**src/rtl/tlb_pkg.sv**
```systemverilog
// Shared definitions for the INVTLB sequencer: invtlb op encodings, page sizes
// and the sequencer state encoding.
package tlb_pkg;

  localparam logic [4:0] INVTLB_ALL0       = 5'd0;
  localparam logic [4:0] INVTLB_ALL1       = 5'd1;
  localparam logic [4:0] INVTLB_G1         = 5'd2;
  localparam logic [4:0] INVTLB_G0         = 5'd3;
  localparam logic [4:0] INVTLB_G0_ASID    = 5'd4;
  localparam logic [4:0] INVTLB_G0_ASID_VA = 5'd5;
  localparam logic [4:0] INVTLB_GASID_VA   = 5'd6;

  localparam logic [5:0] PS_4KB = 6'd12;
  localparam logic [5:0] PS_4MB = 6'd22;

  typedef enum logic [1:0] {
    ST_IDLE = 2'd0,
    ST_WALK = 2'd1,
    ST_FIN  = 2'd2
  } state_e;

  // Ops above GASID_VA are reserved and complete immediately with err set.
  function automatic logic op_legal(input logic [4:0] op);
    return op <= INVTLB_GASID_VA;
  endfunction

endpackage

```
**src/rtl/tlb_inv_match.sv**
```systemverilog
// Combinational invtlb match: decides whether one TLB entry (as presented by
// the read port) is selected by the latched op/asid/vppn.
module tlb_inv_match
  import tlb_pkg::*;
(
  input  logic [4:0]  op,
  input  logic [9:0]  asid,
  input  logic [18:0] vppn,
  input  logic [18:0] r_vppn,
  input  logic [5:0]  r_ps,
  input  logic [9:0]  r_asid,
  input  logic        r_g,
  output logic        opmatch
);

  logic vam;
  logic asm;

  // A 4MB page ignores the low ten vppn bits when comparing addresses.
  assign vam = (vppn[18:10] == r_vppn[18:10]) &&
               ((r_ps == PS_4MB) || (vppn[9:0] == r_vppn[9:0]));
  assign asm = (asid == r_asid);

  always_comb begin
    // NOTE: every output of a combinational block gets a default first, so no
    // path through the case can leave it unassigned and infer a latch.
    opmatch = 1'b0;
    case (op)
      INVTLB_ALL0,
      INVTLB_ALL1:       opmatch = 1'b1;
      INVTLB_G1:         opmatch = r_g;
      INVTLB_G0:         opmatch = !r_g;
      INVTLB_G0_ASID:    opmatch = !r_g && asm;
      INVTLB_G0_ASID_VA: opmatch = !r_g && asm && vam;
      INVTLB_GASID_VA:   opmatch = (r_g || asm) && vam;
      default:           opmatch = 1'b0;
    endcase
  end

endmodule

```
**src/rtl/tlb_inv_ctrl.sv**
```systemverilog
// INVTLB sequencer: walks every TLB entry once per cycle, clears E on matching
// entries, and shares the single TLB write port with the TLBWR/TLBFILL path.
module tlb_inv_ctrl
  import tlb_pkg::*;
#(
  parameter  int TLBNUM = 16,
  localparam int IW     = $clog2(TLBNUM)
) (
  input  logic          clk,
  input  logic          resetn,

  input  logic          req_valid,
  output logic          req_ready,
  input  logic [4:0]    req_op,
  input  logic [9:0]    req_asid,
  input  logic [18:0]   req_vppn,
  output logic          done,
  output logic          err,
  output logic          busy,

  input  logic          ext_we,
  input  logic [IW-1:0] ext_index,
  input  logic          ext_e,
  output logic          ext_ready,

  output logic [IW-1:0] tlb_r_index,
  input  logic          tlb_r_e,
  input  logic [18:0]   tlb_r_vppn,
  input  logic [5:0]    tlb_r_ps,
  input  logic [9:0]    tlb_r_asid,
  input  logic          tlb_r_g,

  output logic          tlb_we,
  output logic [IW-1:0] tlb_w_index,
  output logic          tlb_w_e,
  output logic          tlb_w_sel
);

  localparam logic [IW-1:0] LAST_IDX = IW'(TLBNUM - 1);

  state_e        state, state_d;
  logic [IW-1:0] cnt, cnt_d;
  logic          err_q, err_d;
  logic [4:0]    op_q;
  logic [9:0]    asid_q;
  logic [18:0]   vppn_q;
  logic          latch_req;
  logic          opmatch;
  logic          hit;

  tlb_inv_match u_match (
    .op      (op_q),
    .asid    (asid_q),
    .vppn    (vppn_q),
    .r_vppn  (tlb_r_vppn),
    .r_ps    (tlb_r_ps),
    .r_asid  (tlb_r_asid),
    .r_g     (tlb_r_g),
    .opmatch (opmatch)
  );

  assign hit  = tlb_r_e && opmatch;
  assign busy = (state != ST_IDLE);

  always_ff @(posedge clk or negedge resetn) begin
    if (!resetn) begin
      state  <= ST_IDLE;
      cnt    <= '0;
      err_q  <= 1'b0;
      op_q   <= '0;
      asid_q <= '0;
      vppn_q <= '0;
    end else begin
      // NOTE: state registers use non-blocking assignments so every flop
      // samples the pre-edge values regardless of statement order.
      state <= state_d;
      cnt   <= cnt_d;
      err_q <= err_d;
      if (latch_req) begin
        op_q   <= req_op;
        asid_q <= req_asid;
        vppn_q <= req_vppn;
      end
    end
  end

  always_comb begin
    state_d     = state;
    cnt_d       = cnt;
    err_d       = err_q;
    latch_req   = 1'b0;
    req_ready   = 1'b0;
    ext_ready   = 1'b0;
    done        = 1'b0;
    err         = 1'b0;
    tlb_r_index = '0;
    tlb_we      = 1'b0;
    tlb_w_index = '0;
    tlb_w_e     = 1'b0;
    tlb_w_sel   = 1'b0;

    case (state)
      ST_IDLE: begin
        req_ready = 1'b1;
        ext_ready = 1'b1;
        // The external write lands on this edge, ahead of any walk started
        // by the same edge, so the walk sees the updated entry.
        tlb_we      = ext_we;
        tlb_w_index = ext_index;
        tlb_w_e     = ext_e;
        if (req_valid) begin
          latch_req = 1'b1;
          if (op_legal(req_op)) begin
            state_d = ST_WALK;
            cnt_d   = '0;
          end else begin
            state_d = ST_FIN;
            err_d   = 1'b1;
          end
        end
      end

      ST_WALK: begin
        tlb_r_index = cnt;
        if (hit) begin
          // Only E changes; the other fields come back from the read port.
          tlb_we      = 1'b1;
          tlb_w_index = cnt;
          tlb_w_e     = 1'b0;
          tlb_w_sel   = 1'b1;
        end
        cnt_d = cnt + IW'(1);
        if (cnt == LAST_IDX) begin
          state_d = ST_FIN;
        end
      end

      ST_FIN: begin
        done    = 1'b1;
        err     = err_q;
        err_d   = 1'b0;
        state_d = ST_IDLE;
      end

      default: begin
        state_d = ST_IDLE;
      end
    endcase
  end

endmodule

```
**config.mk**
```make
export PLATFORM = sky130hd
export DESIGN_NAME = tlb_inv_ctrl
export DESIGN_NICKNAME = d
export VERILOG_FILES = /design/src/rtl/tlb_pkg.sv /design/src/rtl/tlb_inv_match.sv /design/src/rtl/tlb_inv_ctrl.sv
export SDC_FILE = /design/constraint.sdc
export NUM_CORES = 1
export LEC_CHECK = 0
export ABC_AREA = 1
export BUFFER_PORTS_ARGS = -buffer_cell sky130_fd_sc_hd__buf_2
export CAP_MARGIN = 10
export CORE_ASPECT_RATIO = 0.7
export CORE_MARGIN = 8
export CORE_UTILIZATION = 44
export CTS_CLUSTER_SIZE = 20
export DETAILED_ROUTE_END_ITERATION = 8
export GPL_TIMING_DRIVEN = 1
export PLACE_DENSITY = 0.85
export SYNTH_ARGS = -nofsm -noshare
export SYNTH_HDL_FRONTEND = slang
export SYNTH_SLANG_ARGS = --single-unit
```
**constraint.sdc**
```tcl
create_clock -name clk -period 1.44 [get_ports clk]
set_input_delay 0.288 -clock clk [delete_from_list [all_inputs] [get_ports clk]]
set_output_delay 0.288 -clock clk [all_outputs]
set_load 0.02 [all_outputs]
```
==> results of run 1 <==
-- worst max-delay path, cell delays in order, from the launching register on --
cell     delay [ps]
dfrtp_1         420
nor2_4          170
nand4_1         110
nand2_1          90
inv_1            50
nor3_2          130
nand3_1         100
nand2_2         130
nand3_2         120
nand2_2          80
buf_6           110
-- through the flow --
| stage | total power [µW] | cells | setup slack, ps | TNS [ps] |
|---|---|---|---|---|
| after floorplan | 3730 | 359 | -84.0 | -476 |
| after global routing | 6720 | 548 | -771 | -10880 |
| after global placement | 4460 | 532 | -300 | -1780 |
| after CTS | 5950 | 545 | -636 | -4340 |
| final | 6240 | 548 | -657 | -7350 |
| after detailed placement | 4620 | 532 | -355 | -2060 |
-- cell type report --
class,instances,area [µm²]
clock buffers,5,68.8
well taps,72,90.1
inverters,62,235
clock inverters,3,46.3
fillers,445,1830
flip-flops and latches,41,1030
repair buffers,116,773
multi-input cells,249,1190
-- where the power goes --
group          leakage [µW]  internal [µW]  switching [µW]  total (µW)
Clock             0.0000543            519             420         939
Combinational       0.00142           1400            1810        3210
Sequential         0.000510           1680             417        2100
Total               0.00198           3600            2640        6240
-- worst paths after layout --
check / from / end / depth (start not counted)
max: op_q[3] / tlb_we / 10
min: req_vppn[7] / vppn_q[7] / 3
max reg2reg: state[0] / op_q[1] / 8
min reg2reg: vppn_q[0] / vppn_q[0] / 2
max in group asynchronous: resetn / state[0] / 3
min in group asynchronous: resetn / op_q[3] / 3
-- layout by cell type (no fill, tap or decap), types with 4 or more instances in the layout --
cell type / netlist / final
buf_2: 5 / 79
inv_1: 60 / 57
nor2_4: 2 / 7
dfrtp_1: 41 / 40
nand2_2: 1 / 6
clkbuf_8: 0 / 5
nand2_1: 154 / 148
buf_6: 0 / 16
xor2_1: 7 / 7
nor2_1: 29 / 22
inv_2: 2 / 4
nand3_1: 15 / 13
buf_4: 2 / 17
o21ai_0: 26 / 23
-- synthesized netlist by cell type, drive strengths merged --
cell type	n
a311o	1
nand3	16
inv	62
nor3	2
ha	1
o21ai	26
o211ai	1
xor2	7
dfrtp	41
nand4	3
nand2	155
nor2	33
a21oi	1
or2	1
o21bai	1
xnor2	1
buf	7
-- routing by layer --
metal / vias to the layer above / routed length, µm / GRT usage, %
li1: 1305 / - / -
met1: 1189 / 2840 / 18.8
met2: 96 / 3490 / 30.1
met3: 16 / 492 / 4.21
met4: 0 / 118 / 5.18
met5: - / 0 / 0
-- state kept, by name, summed over array words and instances (netlist names) --
| register | count |
|---|---|
| err_q | 1 |
| state | 2 |
| cnt | 4 |
| vppn_q | 19 |
| asid_q | 10 |
| op_q | 5 |
-- timing repair --
| action | in CTS | in global routing |
|---|---|---|
| buffers inserted | 4 | 4 |
| resized for setup | 39 | 18 |
| hold endpoints to repair | 41 | 0 |
| pin swaps | 4 | 9 |
| hold buffers | 1 | 0 |
| setup endpoints to repair | 16 | 17 |
-- cells by family after synthesis --
logic type      count (synthesis)
compound gates                 30
xor+xnor                        8
fa+ha+maj                       1
buf+inv                        69
flops                          41
simple gates                  210
==> flow_metrics.env, run 1 <==
export IMPL_ant_nets=0
export IMPL_globalplace_congestion=0.781
export IMPL_netlist_area_mm2=0.00241
export IMPL_syn_nets=440
export IMPL_antennaDiodeCount=0
export IMPL_grt_ovfl_total=0
export IMPL_synthTopCellsByArea="dfrtp_1, nand2_1, inv_1"
export IMPL_syn_to_final_growth_pct=42.5
export IMPL_cts_buffer_depth=2
export IMPL_arrival_ps=1810
export IMPL_post_route_drc_count=0
export IMPL_root_buffer="clkbuf_8"
export IMPL_relSlewSlack_pct=81.3
export IMPL_min_path_type="in -> reg"
export IMPL_worstPathRequired_ps=1150
export IMPL_grt_max_degree=42
export IMPL_period_needed_ps=2100
export IMPL_htreeDepth=2
export IMPL_numClockSinks=41
export IMPL_slew_viol_final=0
export IMPL_synth_compound_gate_area_share_pct=6.65
export IMPL_setup_violations=51
export IMPL_synthXorXnorAreaFrac_pct=2.91
export IMPL_worst_pin_slew_ps=281
export IMPL_synth_cells=359
export IMPL_post_drt_wl_per_cell_um=12.7
export IMPL_rsz0062_at_grt="yes"
export IMPL_io_buffers=95
export IMPL_violations="negative setup slack"
export IMPL_synth_warnings=0
export IMPL_die_w_um=104
export IMPL_endpoint_kind="output pin"
export IMPL_antenna_found_initial=0
export IMPL_fin_hold_ws_ps=193
export IMPL_numCtsBuffers=5
export IMPL_power_density_mw_per_mm2=1820
export IMPL_initial_core_util_pct=45.8
export IMPL_synth_top_area_share_pct=42.6
export IMPL_grt_pass1_vias=2633
export IMPL_cts_clk_slew_worst_paths_ps=90
export IMPL_max_freq_ghz=0.477
export IMPL_path_class="reg -> out"
export IMPL_status="finished, violations left"
export IMPL_p_leak_uw=0.00198
export IMPL_yosys_mux_area_fraction_pct=0
export IMPL_setup_ws_ps=-657
export IMPL_fin_util_pct=65.3
export IMPL_clock_latency_ps=290
export IMPL_synth_simple_area_share_pct=36.0
export IMPL_ios=96
export IMPL_drt_pass1_iter_count=4
export IMPL_final_cell_area_mm2=0.00343
export IMPL_dieArea_mm2=0.00814
export IMPL_core_mm2=0.00526
export IMPL_synth_seq_cells=41
export IMPL_cp_max_fo=5
export IMPL_fp_row_count=22
export IMPL_fin_skew_ps=7.83
export IMPL_grt_pass1_wl_um=11400
export IMPL_cp_start_kind="flip-flop"
export IMPL_num_vias=2606
export IMPL_drive_above_1_share_pct=31.9
export IMPL_ir_drop_mv=0.734
export IMPL_synthDistinctLibCells=25
export IMPL_cts_tree="done"
export IMPL_hold_viol_final=0
export IMPL_syn_avg_cell_area_um2=6.71
export IMPL_nets=556
export IMPL_placed_area_mm2=0.00307
export IMPL_die_y_um=77.9
export IMPL_viasPerCell=4.76
export IMPL_timing_final_crit_share_pct=146
export IMPL_ys_seq_area_share_pct=42.6
export IMPL_drtIter0Drc=103
export IMPL_cap_violations=0
export IMPL_synth_area_leader_cell="dfrtp_1"
export IMPL_hpwl_um=5140
export IMPL_r2r_slack_ps=-100
export IMPL_drt_total_wl_um=6940
export IMPL_grt_usage_pct=16.6
export IMPL_synthAdderAreaFrac_pct=0.519
export IMPL_synth_top_family_by_area="simple AND/OR/NAND/NOR gates"
No activity file was read; power rests on OpenSTA's default activity.
==> inputs of run 2 (changes only) <==
CELL_PAD_IN_SITES_DETAIL_PLACEMENT = 0   (was not set)
CELL_PAD_IN_SITES_GLOBAL_PLACEMENT = 1   (was not set)
CORE_UTILIZATION = 30   (was 44)
PLACE_DENSITY = 0.86   (was 0.85)
==> run 2 against run 1 <==
Effect of this change:
- the run still ends with negative setup slack left
- first-iteration DRC count up 22%
- worst hold slack better by 11 ps
- combinational power down 5%
- clock power up 21%
- clock skew down 4.5 ps
- utilization down 20 points
- sequential share of layout area down 0.91 points
- via count down 5.2%
- power up 0.56%
- design area up 3.2%
- die area up 38%
- global-route usage down 4.3 points
- largest cell class unchanged
- largest power group unchanged
==> flow_metrics.env, run 2 (synthesized netlist as in run 1, its figures left out) <==
export IMPL_status="finished, violations left"
export IMPL_violations="negative setup slack"
export IMPL_max_freq_ghz=0.479
export IMPL_tns_ps=-4200
export IMPL_drive_above_1_share_pct=34.0
export IMPL_rsz0062_at_grt="yes"
export IMPL_fillers=780
export IMPL_cp_common_cell="nand3_2"
export IMPL_arrival_ps=1800
export IMPL_grt_usage_pct=12.3
export IMPL_min_from="req_vppn[8]"
export IMPL_drt_pass1_iter_count=4
export IMPL_drt_total_wl_um=7000
export IMPL_placed_area_mm2=0.00312
export IMPL_fin_skew_ps=3.28
export IMPL_hold_path_depth=3
export IMPL_relSlewSlack_pct=71.4
export IMPL_grt_max_degree=33
export IMPL_grt_ovfl_total=0
export IMPL_antenna_found_initial=1
export IMPL_worstReg2RegEnd="err_q"
export IMPL_hold_viol_final=0
export IMPL_htreeDepth=2
export IMPL_numCtsBuffers=5
export IMPL_period_needed_ps=2090
export IMPL_critPathTopFamily="simple AND/OR/NAND/NOR gates"
export IMPL_post_route_drc_count=0
export IMPL_post_drt_wl_per_cell_um=12.1
export IMPL_timing_final_crit_share_pct=145
export IMPL_clock_latency_ps=280
export IMPL_grt_pass1_vias=2606
export IMPL_worst_pin_slew_ps=429
export IMPL_crit_chain="nor2_4 -> nand3_1 -> nand2_1 -> inv_1 -> nor3_2 -> nand3_2 -> nand2_4 -> nand3_2 -> nand2_2 -> buf_6"
export IMPL_ant_nets=0
export IMPL_setup_ws_ps=-647
export IMPL_hold_end="vppn_q[8]"
export IMPL_ios=96
export IMPL_die_w_um=123
export IMPL_fin_hold_ws_ps=204
export IMPL_final_cell_area_mm2=0.00354
export IMPL_worstPathRequired_ps=1150
export IMPL_initial_core_util_pct=30.7
export IMPL_numClockSinks=41
export IMPL_fp_row_count=27
export IMPL_die_y_um=91.0
export IMPL_cp_start_kind="flip-flop"
export IMPL_power_density_mw_per_mm2=1770
export IMPL_io_buffers=95
export IMPL_largest_register="vppn_q"
export IMPL_crit_buf_inv=2
export IMPL_cts_tree="done"
export IMPL_reg2reg_depth=9
export IMPL_globalplace_congestion=0.769
export IMPL_reg2reg_from="state[1]"
export IMPL_critical_path_max_stage_delay_ps=410
export IMPL_final_cells=577
export IMPL_viasPerCell=4.28
export IMPL_endpoint_kind="output pin"
export IMPL_place_ws_ps=-377
export IMPL_cap_violations=0
export IMPL_slew_viol_final=0
export IMPL_ir_drop_mv=0.689
export IMPL_num_vias=2470
export IMPL_nets=556
export IMPL_setup_violations=16
export IMPL_p_leak_uw=0.00200
export IMPL_largest_reg_flops=19
export IMPL_drtIter0Drc=126
export IMPL_final_cell_mix="nand2_1, buf_2, inv_1"
export IMPL_cp_max_fo=5
export IMPL_mostFrequentLayoutCell="nand2_1"
export IMPL_min_path_type="in -> reg"
export IMPL_top_regs="vppn_q: 19 flops, asid_q: 10 flops, op_q: 5 flops"
export IMPL_r2r_slack_ps=-20
export IMPL_hpwl_um=5300
export IMPL_core_mm2=0.00784
export IMPL_path_class="reg -> out"
export IMPL_cts_buffer_depth=2
export IMPL_cts_clk_slew_worst_paths_ps=60
export IMPL_dp_cells=563
export IMPL_antennaDiodeCount=0
export IMPL_dieArea_mm2=0.0112
export IMPL_grt_pass1_wl_um=11300
export IMPL_syn_to_final_growth_pct=47.1
export IMPL_root_buffer="clkbuf_16"
export IMPL_crit_path_top_delay_cell="dfrtp_1"
-- run 2: changes by cell type in the layout (fill, tap and decap cells not counted), sizes merged --
| cell | previous run | this run |
|---|---|---|
| clkinv | 1 | 2 |
| nor2 | 33 | 34 |
| clkinvlp | 1 | 0 |
| clkbuf | 5 | 6 |
| bufinv | 1 | 0 |
| buf | 115 | 114 |
-- run 2: worst max path at each step --
| stage | cells past startpoint | start | endpoint |
|---|---|---|---|
| 3_3_place_gp | 11 | tlb_r_vppn[1] | tlb_we |
| 3_5_place_dp | 10 | tlb_r_vppn[0] | tlb_w_index[1] |
| 4_1_cts | 10 | vppn_q[1] | tlb_w_index[1] |
| 5_1_grt | 10 | op_q[4] | tlb_w_index[1] |
| 6_report | 10 | op_q[4] | tlb_w_index[1] |
| 2_1_floorplan | 9 | op_q[3] | tlb_w_index[1] |
-- run 2: timing repair --
item,in CTS,in global routing
buffers inserted,2,2
gates cloned,1,0
resized for setup,19,48
hold buffers,1,0
hold endpoints to repair,15,0
endpoints found under the setup margin,16,30
pin swaps,4,8
-- run 2: stage by stage --
| stage | total power [µW] | util [%] |
|---|---|---|
| floorplan | 3730 | - |
| global placement | 4550 | 39.8 |
| detailed placement | 4630 | 39.8 |
| CTS | 5950 | 42.8 |
| global route | 6850 | 45.2 |
| finish | 6280 | 45.2 |
-- run 2: per-layer routing --
metal | vias to the layer above | global-route usage, % | part of all wire [%]
met1 | 1078 | 14.8 | 45
li1 | 1305 | - | -
met4 | 2 | 2.40 | 1.3
met5 | - | 0 | 0.11
met2 | 73 | 20.4 | 45
met3 | 12 | 4.82 | 8.4
-- run 2: layout make-up --
cell class                 count  area, µm²  share of cell area (%)
tap                          101        126                    3.57
clock inverter                 2       13.8                   0.388
multi-input combinational    250       1250                    35.2
sequential                    41       1030                    29.0
timing repair buffer         115        752                    21.2
inverter                      62        238                    6.71
clock buffer                   6        139                    3.92
-- run 2: tightest hold or removal path, delay by kind of cell --
family	cells	cell delay, ps
simple gates	2	90
buf+inv	1	70
-- run 2: report_power, final --
| group | switching, µW | internal [µW] | total, µW |
|---|---|---|---|
| combinational | 1740 | 1320 | 3060 |
| clock | 453 | 689 | 1140 |
| sequential | 388 | 1680 | 2070 |
| total | 2580 | 3690 | 6280 |
==> inputs of run 3 (changes only) <==
ABC_AREA = not set   (was 1)
CORE_UTILIZATION = 33   (was 30)
SLEW_MARGIN = 0   (was not set)
==> run 3 against run 2 <==
Effect of this change:
- the run still ends with negative setup slack left
- sequential power about the same
- synthesized area down 7.0%
- power up 4.4%
- design area up 11%
- synthesized cell count down 48%
- first-iteration DRC count down 66%
- via count down 16%
- critical path depth down 3
- worst setup slack worse by 490 ps
- clock power down 36%
- routed wire length up 2.4%
- critical endpoint is now tlb_w_index[2]
==> flow_metrics.env, run 3 <==
export IMPL_violations="negative setup slack"
export IMPL_top_regs="vppn_q: 19 flops, asid_q: 10 flops, op_q: 5 flops"
export IMPL_die_w_um=114
export IMPL_cap_violations=0
export IMPL_fp_row_count=25
export IMPL_fillers=556
export IMPL_synth_area_leader_cell="dfrtp_1"
export IMPL_syn_avg_cell_area_um2=11.9
export IMPL_core_mm2=0.00666
export IMPL_cts_buffer_depth=2
export IMPL_drt_pass1_iter_count=5
export IMPL_netlist_area_mm2=0.00224
export IMPL_ff_latch_area_mm2=0.00103
export IMPL_cts_clk_slew_worst_paths_ps=80
export IMPL_arrival_ps=2290
export IMPL_nets=432
export IMPL_synthTopCellsByArea="dfrtp_1, mux2_2, xnor2_1"
export IMPL_io_buffers=95
export IMPL_cp_max_fo=5
export IMPL_ant_nets=0
export IMPL_drtIter0Drc=43
export IMPL_fin_skew_ps=5.58
export IMPL_cp_start_kind="flip-flop"
export IMPL_hpwl_um=5430
export IMPL_ys_async_sr_fraction_pct=100
export IMPL_synth_top_area_share_pct=45.8
export IMPL_hold_viol_final=0
export IMPL_worstPathRequired_ps=1150
export IMPL_mostFrequentLayoutCell="buf_2"
export IMPL_max_freq_ghz=0.388
export IMPL_multiInputGateArea_mm2=0.00143
export IMPL_syn_to_final_growth_pct=75.5
export IMPL_antennaDiodeCount=0
export IMPL_placed_area_mm2=0.00336
export IMPL_largest_register="vppn_q"
export IMPL_post_drt_wl_per_cell_um=16.1
export IMPL_p_sw_uw=2200
export IMPL_synthTopCellsByCount="dfrtp_1, mux2_2, xnor2_1, xor2_1, nand2_1"
export IMPL_clock_latency_ps=290
export IMPL_path_class="reg -> out"
export IMPL_setup_violations=52
export IMPL_antenna_found_initial=0
export IMPL_htreeDepth=2
export IMPL_status="finished, violations left"
export IMPL_numClockSinks=41
export IMPL_synth_most_common_cell="dfrtp_1"
export IMPL_post_route_drc_count=0
export IMPL_ys_seq_area_share_pct=45.8
export IMPL_final_cell_mix="buf_2, buf_4, dfrtp_1"
export IMPL_min_path_type="in -> reg"
export IMPL_num_vias=2063
export IMPL_synth_edf_count=0
export IMPL_grt_ovfl_total=0
export IMPL_cts_tree="done"
export IMPL_grt_max_degree=20
export IMPL_synth_seq_cells=41
export IMPL_grt_pass1_wl_um=11300
export IMPL_rsz0062_at_grt="yes"
export IMPL_endpoint_kind="output pin"
export IMPL_viasPerCell=4.63
export IMPL_sw_frac_of_total_pct=33.6
export IMPL_synth_main_ff_cell="dfrtp_1"
export IMPL_slew_viol_final=0
export IMPL_numCtsBuffers=5
export IMPL_worst_pin_slew_ps=433
export IMPL_pwr_share_clk_pct=11.2
export IMPL_relSlewSlack_pct=71.0
export IMPL_synthDistinctLibCells=38
export IMPL_p_int_uw=4350
export IMPL_initial_core_util_pct=33.6
export IMPL_largest_reg_flops=19
export IMPL_grt_pass1_vias=2298
export IMPL_drt_total_wl_um=7160
export IMPL_synth_warnings=0
export IMPL_place_ws_ps=-994
export IMPL_root_buffer="clkbuf_8"
export IMPL_ios=96
export IMPL_p_leak_uw=0.00187
export IMPL_grt_usage_pct=14.6
export IMPL_globalplace_congestion=0.843
export IMPL_period_needed_ps=2570
export IMPL_ir_drop_mv=0.703
export IMPL_die_y_um=84.9
export IMPL_final_cell_area_mm2=0.00393
export IMPL_synth_cells=188
export IMPL_dieArea_mm2=0.00973
export IMPL_timing_final_crit_share_pct=179
export IMPL_p_comb_share_pct=57.2
export IMPL_setup_ws_ps=-1130
export IMPL_pwr_share_seq_pct=31.6
export IMPL_syn_nets=269
export IMPL_drive_above_1_share_pct=66.8
export IMPL_power_density_mw_per_mm2=1670
==> run 3: cell count changes after synthesis, moves of 7 or more <==
cell,previous run,this run
inv_1,60,5
xor2_1,7,14
and2_1,0,7
mux2_2,0,35
nand2_1,154,8
nor2_1,29,7
xnor2_1,1,17
nand3_1,15,3
o21ai_0,26,3
==> run 3: power groups by stage <==
stage / Combinational, µW / Clock [µW] / Sequential, µW
after floorplan: 1800 / 0 / 2030
after global placement: 2860 / 0 / 2040
after detailed placement: 2910 / 0 / 2060
after CTS: 3460 / 758 / 2050
after global routing: 4010 / 805 / 2140
final: 3750 / 734 / 2070
==> run 3: worst paths after layout <==
path / slack [ps] / start / depth (start not counted) / end
setup / recovery: -1130 / op_q[3] / 7 / tlb_w_index[2]
hold / removal: 220 / req_vppn[9] / 2 / vppn_q[9]
setup reg to reg: -510 / state[0] / 10 / vppn_q[11]
hold reg to reg: 520 / err_q / 2 / err_q
max in group asynchronous: 510 / resetn / 3 / state[0]
min in group asynchronous: 450 / resetn / 2 / asid_q[8]
==> run 3: cells by family after synthesis <==
family                   Yosys count  synth area share (%)
AO/OA/AOI/OAI                     22                  8.10
XOR/XNOR                          31                  12.1
adder cells (fa/ha/maj)            1                 0.558
AND/OR/NAND/NOR                   48                  13.7
flip-flops                        41                  45.8
buffers and inverters             10                  2.18
multiplexers                      35                  17.6
==> run 3: metrics by stage <==
stage | setup TNS, ps | std cells | total power, µW | hold slack [ps] | util [%]
after CTS | -19940 | 439 | 6270 | 214 | 56.5
after detailed placement | -7840 | 416 | 4980 | 226 | 50.4
after global placement | -7280 | 416 | 4900 | 227 | 50.4
final | -22350 | 446 | 6550 | 223 | 59.0
after floorplan | -6320 | 188 | 3830 | -7.59 | -
after global routing | -24230 | 446 | 6950 | 215 | 59.0
==> run 3: layer usage <==
layer | up-vias | GRT usage (%) | share of wire [%]
met2 | 68 | 23.4 | 46
met3 | 7 | 3.97 | 7.0
met4 | 0 | 3.13 | 0.78
met1 | 982 | 19.0 | 46
li1 | 1006 | - | -
met5 | - | 0 | 0
==> run 3: cell type report <==
cell class | instances | share of cell area (%)
Multi-Input combinational cell | 137 | 36.4
Inverter | 5 | 0.477
Timing Repair Buffer | 161 | 31.9
Clock buffer | 6 | 1.84
Tap cell | 94 | 2.99
Clock inverter | 2 | 0.254
Sequential cell | 41 | 26.1
==> run 3: critical path, cell delays in order (launching register included) <==
cell	delay (ps)
dfrtp_1	380
or3b_4	430
or3_4	350
nor4_4	270
buf_6	170
o211ai_1	120
o311ai_2	100
buf_4	180
==> run 3: timing repair <==
action | in CTS | in global routing
buffers inserted | 12 | 12
gates resized for setup | 43 | 33
cloned | 2 | 0
hold buffers | 1 | 0
pin swaps | 6 | 10
endpoints found under the hold margin | 14 | 0
endpoints found under the setup margin | 45 | 56
